===== src/rtl/serial_pkg.sv =====
// Shared definitions for the asynchronous-serial receive/transmit blocks.
package serial_pkg;

    localparam int PAR_NONE = 0;
    localparam int PAR_EVEN = 1;
    localparam int PAR_ODD  = 2;

    localparam int         OS_TICKS  = 16;
    localparam logic [3:0] SMP_FIRST = 4'd7;
    localparam logic [3:0] SMP_MID   = 4'd8;
    localparam logic [3:0] SMP_LAST  = 4'd9;
    localparam logic [3:0] SC_LAST   = 4'(OS_TICKS - 1);

    typedef enum logic [2:0] {
        RX_INIT,
        RX_IDLE,
        RX_START,
        RX_DATA,
        RX_PARITY,
        RX_STOP
    } rx_state_t;

    function automatic logic maj3(input logic a, input logic b, input logic c);
        return (a & b) | (a & c) | (b & c);
    endfunction

endpackage


===== src/rtl/baud_tick_gen.sv =====
// Oversample tick generator: one tick every (div_q+1) clocks, divisor latched only while load is high.
module baud_tick_gen #(
    parameter int DIV_WIDTH = 16
) (
    input  logic                 clk,
    input  logic                 rst,
    input  logic [DIV_WIDTH-1:0] div,
    input  logic                 load,
    output logic                 tick
);

    logic [DIV_WIDTH-1:0] div_q;
    logic [DIV_WIDTH-1:0] cnt;

    // >= keeps the counter from running the full range if div shrinks mid-count
    assign tick = (cnt >= div_q);

    always_ff @(posedge clk or posedge rst) begin
        if (rst) begin
            div_q <= '0;
            cnt   <= '0;
        end else begin
            if (load) begin
                div_q <= div;
            end
            if (tick) begin
                cnt <= '0;
            end else begin
                cnt <= cnt + 1'b1;
            end
        end
    end

endmodule


===== src/rtl/serial_rx_framed.sv =====
// 16x-oversampled serial receiver with majority-vote sampling, parity/stop checks,
// break detection and a valid/ready word output with overrun reporting.
//
// state     | meaning
// ----------+-----------------------------------------------------------
// RX_INIT   | wait for the line to be seen idle (high) before listening
// RX_IDLE   | line idle, divisor tracks input, look for a start edge
// RX_START  | validate start bit at mid-bit, reject glitches
// RX_DATA   | shift in WIDTH data bits, LSB first
// RX_PARITY | capture the parity bit
// RX_STOP   | check stop bit(s); last one completes the frame at mid-bit
module serial_rx_framed
    import serial_pkg::*;
#(
    parameter int WIDTH     = 8,
    parameter int DIV_WIDTH = 16,
    parameter int PARITY    = 0,
    parameter int STOP_BITS = 1
) (
    input  logic                 clk,
    input  logic                 rst,
    input  logic                 rx,
    input  logic [DIV_WIDTH-1:0] div,
    output logic [WIDTH-1:0]     data,
    output logic                 valid,
    input  logic                 ready,
    output logic                 frame_err,
    output logic                 parity_err,
    output logic                 overrun,
    output logic                 break_det
);

    rx_state_t state, state_nx;

    logic             rx_m, rx_s;
    logic             tick, div_load;
    logic [3:0]       sc;
    logic             smp7, smp8;
    logic [4:0]       bc;
    logic [WIDTH-1:0] shreg;
    logic             par_bit, stop_err, stop_idx;

    logic bit_val, at_mid, at_wrap, last_bit, last_stop;
    logic stop_bad, par_exp, par_bad, is_break_frame;
    logic deliver, brk_hit;

    baud_tick_gen #(.DIV_WIDTH(DIV_WIDTH)) u_tick (
        .clk  (clk),
        .rst  (rst),
        .div  (div),
        .load (div_load),
        .tick (tick)
    );

    always_ff @(posedge clk or posedge rst) begin
        if (rst) begin
            rx_m <= 1'b1;
            rx_s <= 1'b1;
        end else begin
            rx_m <= rx;
            rx_s <= rx_m;
        end
    end

    assign bit_val   = maj3(smp7, smp8, rx_s);
    assign at_mid    = tick && (sc == SMP_LAST);
    assign at_wrap   = tick && (sc == SC_LAST);
    assign last_bit  = (bc == 5'(WIDTH - 1));
    assign last_stop = (STOP_BITS == 1) || stop_idx;
    assign stop_bad  = stop_err || !bit_val;
    assign par_exp   = (^shreg) ^ (PARITY == PAR_ODD);
    assign par_bad   = (PARITY != PAR_NONE) && (par_bit != par_exp);
    // A break looks like an all-zero frame whose stop bit is also low
    assign is_break_frame = (shreg == '0) && ((PARITY == PAR_NONE) || !par_bit) && stop_bad;

    always_ff @(posedge clk or posedge rst) begin
        if (rst) begin
            state <= RX_INIT;
        end else begin
            state <= state_nx;
        end
    end

    always_comb begin
        state_nx = state;
        case (state)
            RX_INIT: begin
                if (rx_s) state_nx = RX_IDLE;
            end
            RX_IDLE: begin
                if (tick && !rx_s) state_nx = RX_START;
            end
            RX_START: begin
                if (at_mid && bit_val) state_nx = RX_IDLE;
                else if (at_wrap)      state_nx = RX_DATA;
            end
            RX_DATA: begin
                if (at_wrap && last_bit) begin
                    state_nx = (PARITY != PAR_NONE) ? RX_PARITY : RX_STOP;
                end
            end
            RX_PARITY: begin
                if (at_wrap) state_nx = RX_STOP;
            end
            RX_STOP: begin
                if (at_mid && last_stop) begin
                    state_nx = (is_break_frame || stop_bad) ? RX_INIT : RX_IDLE;
                end
            end
            default: state_nx = RX_INIT;
        endcase
    end

    always_comb begin
        div_load = 1'b0;
        deliver  = 1'b0;
        brk_hit  = 1'b0;
        case (state)
            RX_INIT, RX_IDLE: div_load = 1'b1;
            RX_STOP: begin
                if (at_mid && last_stop) begin
                    brk_hit = is_break_frame;
                    deliver = !is_break_frame;
                end
            end
            default: ;
        endcase
    end

    always_ff @(posedge clk or posedge rst) begin
        if (rst) begin
            sc       <= '0;
            smp7     <= 1'b0;
            smp8     <= 1'b0;
            bc       <= '0;
            shreg    <= '0;
            par_bit  <= 1'b0;
            stop_err <= 1'b0;
            stop_idx <= 1'b0;
        end else if (state == RX_INIT || state == RX_IDLE) begin
            sc       <= '0;
            bc       <= '0;
            stop_err <= 1'b0;
            stop_idx <= 1'b0;
        end else begin
            if (tick) sc <= sc + 4'd1;
            if (tick && sc == SMP_FIRST) smp7 <= rx_s;
            if (tick && sc == SMP_MID)   smp8 <= rx_s;
            if (state == RX_DATA && at_mid)   shreg <= {bit_val, shreg[WIDTH-1:1]};
            if (state == RX_DATA && at_wrap)  bc <= last_bit ? 5'd0 : bc + 5'd1;
            if (state == RX_PARITY && at_mid) par_bit <= bit_val;
            if (state == RX_STOP && at_mid)   stop_err <= stop_bad;
            if (state == RX_STOP && at_wrap)  stop_idx <= 1'b1;
        end
    end

    always_ff @(posedge clk or posedge rst) begin
        if (rst) begin
            data       <= '0;
            valid      <= 1'b0;
            frame_err  <= 1'b0;
            parity_err <= 1'b0;
            overrun    <= 1'b0;
            break_det  <= 1'b0;
        end else begin
            overrun   <= deliver && valid && !ready;
            break_det <= brk_hit;
            if (deliver && (!valid || ready)) begin
                data       <= shreg;
                frame_err  <= stop_bad;
                parity_err <= par_bad;
                valid      <= 1'b1;
            end else if (valid && ready) begin
                valid <= 1'b0;
            end
        end
    end

endmodule

===== config.mk =====
export PLATFORM = sky130hd
export DESIGN_NAME = serial_rx_framed
export DESIGN_NICKNAME = d
export VERILOG_FILES = /design/src/rtl/serial_pkg.sv /design/src/rtl/baud_tick_gen.sv /design/src/rtl/serial_rx_framed.sv
export SDC_FILE = /design/constraint.sdc
export NUM_CORES = 1
export LEC_CHECK = 0
export ABC_AREA = 1
export CAP_MARGIN = 0
export CORE_MARGIN = 5
export CORE_UTILIZATION = 45
export CTS_CLUSTER_SIZE = 40
export DETAILED_ROUTE_END_ITERATION = 6
export DONT_BUFFER_PORTS = 1
export SLEW_MARGIN = 20
export SYNTH_ARGS = -nofsm -noshare
export SYNTH_HDL_FRONTEND = slang
export SYNTH_SLANG_ARGS = --single-unit

===== constraint.sdc =====
create_clock -name clk -period 2.3 [get_ports clk]
set_input_delay 0.345 -clock clk [delete_from_list [all_inputs] [get_ports clk]]
set_output_delay 0.345 -clock clk [all_outputs]
set_load 0.01 [all_outputs]

Yosys cells after proc, flatten, opt, wreduce, memory -nomap -nowiden
Index checks and enable logic that the tools add are counted.
W data, S select, Z words.

operators by class
  add/sub/neg operators = 3
  $lt $le $gt $ge = 1
  equality and inequality tests = 16
  mux-type cells = 24
  bitwise logic cells = 6
  reductions and logical operators = 35

operators with widths
  kind                     count
  $mux W3                  7
  $pmux W3 S6              1
  $add A16 B1 Y16 const B  1
  $ge A16 B16 Y1           1
  $mux W16                 1
  $logic_and A1 B1 Y1      15
  $mux W5                  3
  $eq A4 B4 Y1 const B     3
  $mux W1                  10
  $ne A2 B2 Y1 const B     5
  $logic_not A8 Y1         1
  $mux W4                  2
  $reduce_bool A2 Y1       4
  $eq A3 B2 Y1 const B     2
  $eq A3 B3 Y1 const B     2
  $reduce_and A2 Y1        3
  $reduce_and A6 Y1        1
  $add A5 B1 Y5 const B    1
  $eq A5 B3 Y1 const B     1
  $logic_not A1 Y1         5
  $add A4 B1 Y4 const B    1
  $eq A4 B3 Y1 const B     1
  $logic_or A1 B1 Y1       4
  $and A1 B1 Y1            3
  other kinds (6)          7

word-level totals
  register bits after elaboration = 69
  input bits = 20
  output and inout bits = 13

Logic depth before layout (Yosys ltp)
Gate-level depths: netlist (run 1).

  depth after elaboration = 11
  gate-level depth with buffers = 19

Hierarchy
A second synthesis (run 1) with hierarchy kept.

unflattened totals
  cell total of the unflattened synthesis = 424
  area, all modules = 3602.2 um2

by module, submodules not included
  module            times used  cells each  area each (um2)  sequential area each (um2)
  baud_tick_gen     1           215         1806.7           800.8
  serial_rx_framed  1           209         1795.5           928.4

Least setup slack after synthesis (run 1)
No wires, ideal clock.

  kind = flip-flop to flip-flop
  start = register u_tick.cnt[7]
  end = register data[7]
  library setup time = 118 ps
  data arrival time = 1820 ps
  data required time = 2182 ps
  path slack = 362 ps
  cell stages (with the launch flop) = 15
  path buffers = 1
  period minus slack after synthesis = 1938 ps
  cells stage by stage = dfrtp_1 > ha_1 > nand2_1 > o21a_1 > nand2_1 > nand2_1 > nand2_4 > nand2_4 > nor2_4 > nand2_2 > nor2_4 > inv_2 > buf_6 > nand2_1 > o21ai_2

on the way
  word-level cells in the longest chain between the ends = 5

ends and longest elaborated chain
  element                   RTL line                 text
  start: declaration        baud_tick_gen.sv:13      logic [DIV_WIDTH-1:0] cnt;
  start signal: assignment  baud_tick_gen.sv:29      cnt <= cnt + 1'b1;
  $ge A16 B16 Y1            baud_tick_gen.sv:16      assign tick = (cnt >= div_q);
  $logic_and A1 B1 Y1       serial_rx_framed.sv:66   assign at_mid = tick && (sc == SMP_LAST);
  $mux W1                   serial_rx_framed.sv:121  if (at_mid && last_stop) begin
  $mux W1                   serial_rx_framed.sv:118  case (state)
  $logic_and A1 B1 Y1       serial_rx_framed.sv:168  if (deliver && (!valid || ready)) begin
  end signal: assignment    serial_rx_framed.sv:169  data <= shreg;
  end: declaration          serial_rx_framed.sv:24   output logic [WIDTH-1:0] data,

No other way between the ends.
A chain may end at the register's enable or synchronous reset.

Worst setup path in the final report (run 1)
  start = register u_tick.cnt[9]
  end = register data[2]

The elaborated chain is that of the path after synthesis.

==> out/results.ini, run 1 <==
[run_status]
status=finished clean

[timing]
setup_viol=0
period_share=0.910
fmax_ghz=0.478
maxSlewHeadroom=0.665
finalWorstSetupSlack_ns=0.207
setup_tns_ns=0
slew_violations=0
final_hold_viol_count=0
worstMarginPinSlew_ns=0.502
period_needed_ns=2.09
rsz0062_at_grt=false
fin_worst_skew_ns=0.0101

[final_layout]
layout-drive-gt1-share=0.106
final_cell_mix=101 x nand2_1, 67 x dfrtp_1, 55 x inv_1
layout_commonest_cell=nand2_1
syn2layout_area_growth_pct=10.0
antenna_cells=0
num-nets-final=462
final_cells=528

[detailed_routing]
wire_per_inst_um=11.9
vias=2553
final_antenna_net_count=0
firstDrtPassIters=4
vias_per_cell=4.84
drtIter0Drc=85
drc=0
wirelength_um=6270

[min_path]
whs_endpoint=u_tick.div_q[7]
hold-path-cell-count=2
hp-class=in -> reg
min_from=div[7]

[clocking]
numCtsBuffers=9
clk_pin_slew_ns=0.08
cts_tree=built
post_cts_buffers=0
cts_max_path_buffers=2
htree_num_levels=3
clock-sinks=69
clk_latency_ns=0.34
clock-root-buffer=clkbuf_8

[placement]
dp_hpwl_um=4550
place_inst=510
gp_congestion=0.865
numPortBuffers=0
pre_cts_slack_ns=0.0835

[floorplan]
dieHeight_um=97.9
coreArea_um2=7610
io_pins=33
die-width_um=97.9
start_util=0.457
rows=32
dieArea_um2=9580

[critical_path]
critPathRequiredTime_ns=2.58
cp.arrival_ns=2.37
rrSetupSlack_ns=0.21
path_max_fanout=17
critical_path.cell_chain=ha_1, a21oi_1, o21ai_1, a21oi_1, nand2_4, nand2_4, nor2_4, nand2_2, nor2_4, inv_4, nand2_1, o21ai_2
cp-start-kind=flop
crit_type=reg -> reg
rr_startpoint=u_tick.cnt[9]
slowest_stage=dfrtp_1
cp.buffers_inverters=1
cp-end-kind=flop
r2r-end=data[2]
cp_top_family=simple AND/OR/NAND/NOR gates
critPathMaxStageDelay_ns=0.43
rr_worst_depth=12

[synthesis]
synth-seq-cells=69
syn_avg_cell_area_um2=8.46
syn_nets=452
synth_top_area_cell=dfrtp_1
synth-edff-count=0
synthTopCellsByArea=dfrtp_1 48%, nand2_1 11%, ha_1 7.6%, inv_1 6.0%, o21ai_0 4.9%
yosysWarnings=0
ys_types=36
yosysSeqAreaShare=0.497
mappedNetlistArea_um2=3480
synth-main-ff-cell=dfrtp_1
netlist.area_leader.share=0.482
synthCells=411
synthArstFlopShare=1.00

[global_route]
grt_pass1_vias=2487
grt_max_degree=48
antenna_found_initial=0
grt_usage=0.141
grt_pass1_wl_um=11100
grt.overflow.total=0

[power_and_ir_drop]
vdd_drop_max_v=0.000503
power_switching_mw=1.45
power.leakage_nw=1.90
p_per_area_nw_per_um2=987
swShare=0.384
p_clk_frac=0.236
p_int_mw=2.32
power_frac_seq=0.422
combPwrFrac=0.343

[job]
maxCapViolations=0

-- worst max path at each step --
stage,depth (start not counted),to,start
final,12,data[2],u_tick.cnt[9]
after global placement,12,data[1],u_tick.cnt[13]
after CTS,12,data[6],u_tick.cnt[9]
after global routing,12,data[4],u_tick.cnt[9]
after floorplan,1,bc[0],rst
after detailed placement,12,data[2],u_tick.cnt[9]
-- metal layers --
metal	part of all wire	global-route usage	vias to the layer above
li1	-	-	1332
met1	0.47	0.179	1180
met2	0.47	0.232	34
met3	0.041	0.0300	7
met4	0.013	0.0607	0
met5	0	0	-
-- worst reg2reg max path: cells and delay by family, from the launching register on --
family                     cells  cell delay (ns)
AOI/OAI and AO/OA              4             0.55
and+or+nand+nor                6             0.57
adders and majority gates      1             0.33
DFF                            1             0.43
buffers and inverters          1             0.17
-- sequential cells by signal (all words and copies together), names as in the netlist, 3 cells and up --
register and count:
u_tick.cnt 16, shreg 8, u_tick.div_q 16, bc 5, sc 4, data 8
state 3
-- synthesized netlist by cell type, types with 4 or more instances --
master	instances
dfrtp_1	67
ha_1	21
o21ai_2	8
nand2_1	101
o21ai_0	34
nor2_1	36
a21oi_1	16
nand4_1	4
inv_1	56
o21a_1	4
clkbuf_1	4
nand3_1	17
nor3_1	10
-- repair_timing --
item | CTS | global route
hold buffers | 2 | 0
setup endpoints to repair | 0 | 12
resized for setup | 0 | 3
hold endpoints to repair | 23 | 0
-- kinds of logic (layout without fill, tap and decap cells) --
logic type,count (synthesis),count (layout),synth area share
XOR/XNOR,3,3,0.00756
AO/OA/AOI/OAI,68,68,0.113
flip-flops,69,69,0.497
AND/OR/NAND/NOR,180,180,0.223
adder cells (fa/ha/maj),22,22,0.0788
other,1,1,0.00108
buffers and inverters,67,82,0.0763
multiplexers,1,1,0.00288
-- layout make-up --
cell class	count	area [µm²]
Clock buffer	11	141
Clock inverter	5	36.3
Fill cell	732	3780
Inverter	59	224
Multi-Input combinational cell	275	1490
Sequential cell	69	1730
Tap cell	102	128
Timing Repair Buffer	7	82.6
-- power by group through the flow --
| stage | registers [mW] | logic, mW | clock network (mW) |
|---|---|---|---|
| after detailed placement | 1.61 | 1.31 | 0 |
| after global routing | 1.62 | 1.56 | 0.973 |
| after CTS | 1.59 | 1.31 | 0.926 |
| after global placement | 1.61 | 1.27 | 0 |
| after floorplan | 1.58 | 1.02 | 0 |
| final | 1.59 | 1.29 | 0.891 |
-- stage by stage --
stage / hold WS, ns / area, µm² / total power, mW / util
final: 0.121 / 3830 / 3.78 / 0.503
after global placement: 0.283 / 3620 / 2.88 / 0.476
after global routing: 0.121 / 3830 / 4.15 / 0.503
after CTS: 0.107 / 3820 / 3.83 / 0.502
after floorplan: 0.345 / 3480 / 2.60 / -
after detailed placement: 0.292 / 3620 / 2.92 / 0.476
Note: power is estimated with default switching activity, not from simulation.
==> run 2, diff against run 1 <==
CORE_UTILIZATION = 42   (was 45)
==> out/results.ini, run 2 (synthesis gave the netlist of run 1 again) <==
[run_status]
status=finished clean

[timing]
fin_worst_skew_ns=0.00956
fmax_ghz=0.480
setup_tns_ns=0
finalWorstSetupSlack_ns=0.218
maxSlewHeadroom=0.620
final_hold_viol_count=0
whs_ns=0.119
setup_viol=0
period_share=0.905
slew_violations=0
period_needed_ns=2.08
worstMarginPinSlew_ns=0.569
rsz0062_at_grt=false

[critical_path]
cp_top_family=simple AND/OR/NAND/NOR gates
cp.arrival_ns=2.32
cp-start-kind=flop
cp.buffers_inverters=1
path_max_fanout=17
slowest_stage=dfrtp_1
crit_type=reg -> reg
critical_path.cell_chain=ha_1, nand4_1, nor3_1, nand2_1, nand2_4, nand2_4, nor2_4, nand2_2, nor2_4, inv_4, nand2_1, o21ai_2
critPathRequiredTime_ns=2.54
rrSetupSlack_ns=0.22
cp-end-kind=flop
critPathMaxStageDelay_ns=0.43

[global_route]
top_usage_layer=met2
antenna_found_initial=0
grt_pass1_wl_um=11300
met3_usage=0.0339
met2_usage=0.233
grt_usage=0.138
grt.overflow.total=0
use_met1=0.168
grt_max_degree=44
grt_pass1_vias=2628

[detailed_routing]
drtIter0Drc=93
final_antenna_net_count=0
vias_per_cell=4.84
vias=2614
firstDrtPassIters=4
wire_per_inst_um=11.9
drc=0
wirelength_um=6420

[floorplan]
dieArea_um2=10200
start_util=0.427
coreArea_um2=8130
rows=33
die-width_um=101
dieHeight_um=101
io_pins=33

[power_and_ir_drop]
vdd_drop_max_v=0.000493
power.leakage_nw=1.97
p_per_area_nw_per_um2=1020
total_power_mw=4.03

[final_layout]
layout-drive-gt1-share=0.133
antenna_cells=0
num-nets-final=471
finalInstanceArea_um2=3950
final_cells=540
syn2layout_area_growth_pct=13.6
fin_util=0.485
layout_commonest_cell=nand2_1
largestRegisters=u_tick.cnt (16), u_tick.div_q (16)
final_cell_mix=101 x nand2_1, 66 x dfrtp_1, 55 x inv_1

[clocking]
numCtsBuffers=9
clock-sinks=69
cts_tree=built
clk_latency_ns=0.34
clock-root-buffer=clkbuf_8
cts_max_path_buffers=2
htree_num_levels=3
clk_pin_slew_ns=0.08

[placement]
place_inst=515
numPortBuffers=0
place_area_um2=3640
dp_hpwl_um=4550
pre_cts_slack_ns=0.108
gp_congestion=0.813

[job]
maxCapViolations=0

[min_path]
hp-class=in -> reg

[run 2: routing by layer]
metal / wire, µm / vias up
met5: 0 / -
li1: - / 1351
met3: 317 / 6
met1: 2990 / 1212
met4: 67 / 0
met2: 3040 / 45
[run 2: cell type report]
class,instances,area [µm²]
Fill cell,775,4190
Timing Repair Buffer,15,143
Tap cell,105,131
Sequential cell,69,1730
Inverter,59,224
Multi-Input combinational cell,276,1500
Clock buffer,9,124
Clock inverter,7,98.8
[run 2: path summary, 6_finish.rpt]
kind,start,to,cells past startpoint
max,u_tick.cnt[9],data[4],12
min,div[0],u_tick.div_q[0],2
max reg2reg,u_tick.cnt[9],data[4],12
min reg2reg,rx_m,rx_s,0
max in group asynchronous,rst,u_tick.cnt[7],3
min in group asynchronous,rst,data[1],2
[run 2: what timing repair did]
| action | CTS | global route |
|---|---|---|
| resized for setup | 0 | 6 |
| buffers inserted | 0 | 6 |
| endpoints found under the setup margin | 0 | 13 |
| endpoints found under the hold margin | 25 | 0 |
| hold buffers | 2 | 0 |
[run 2: power breakdown]
part	switching [mW]	leakage, nW	internal [mW]
logic	0.856	0.972	0.475
clock network	0.488	0.110	0.616
registers	0.137	0.885	1.46
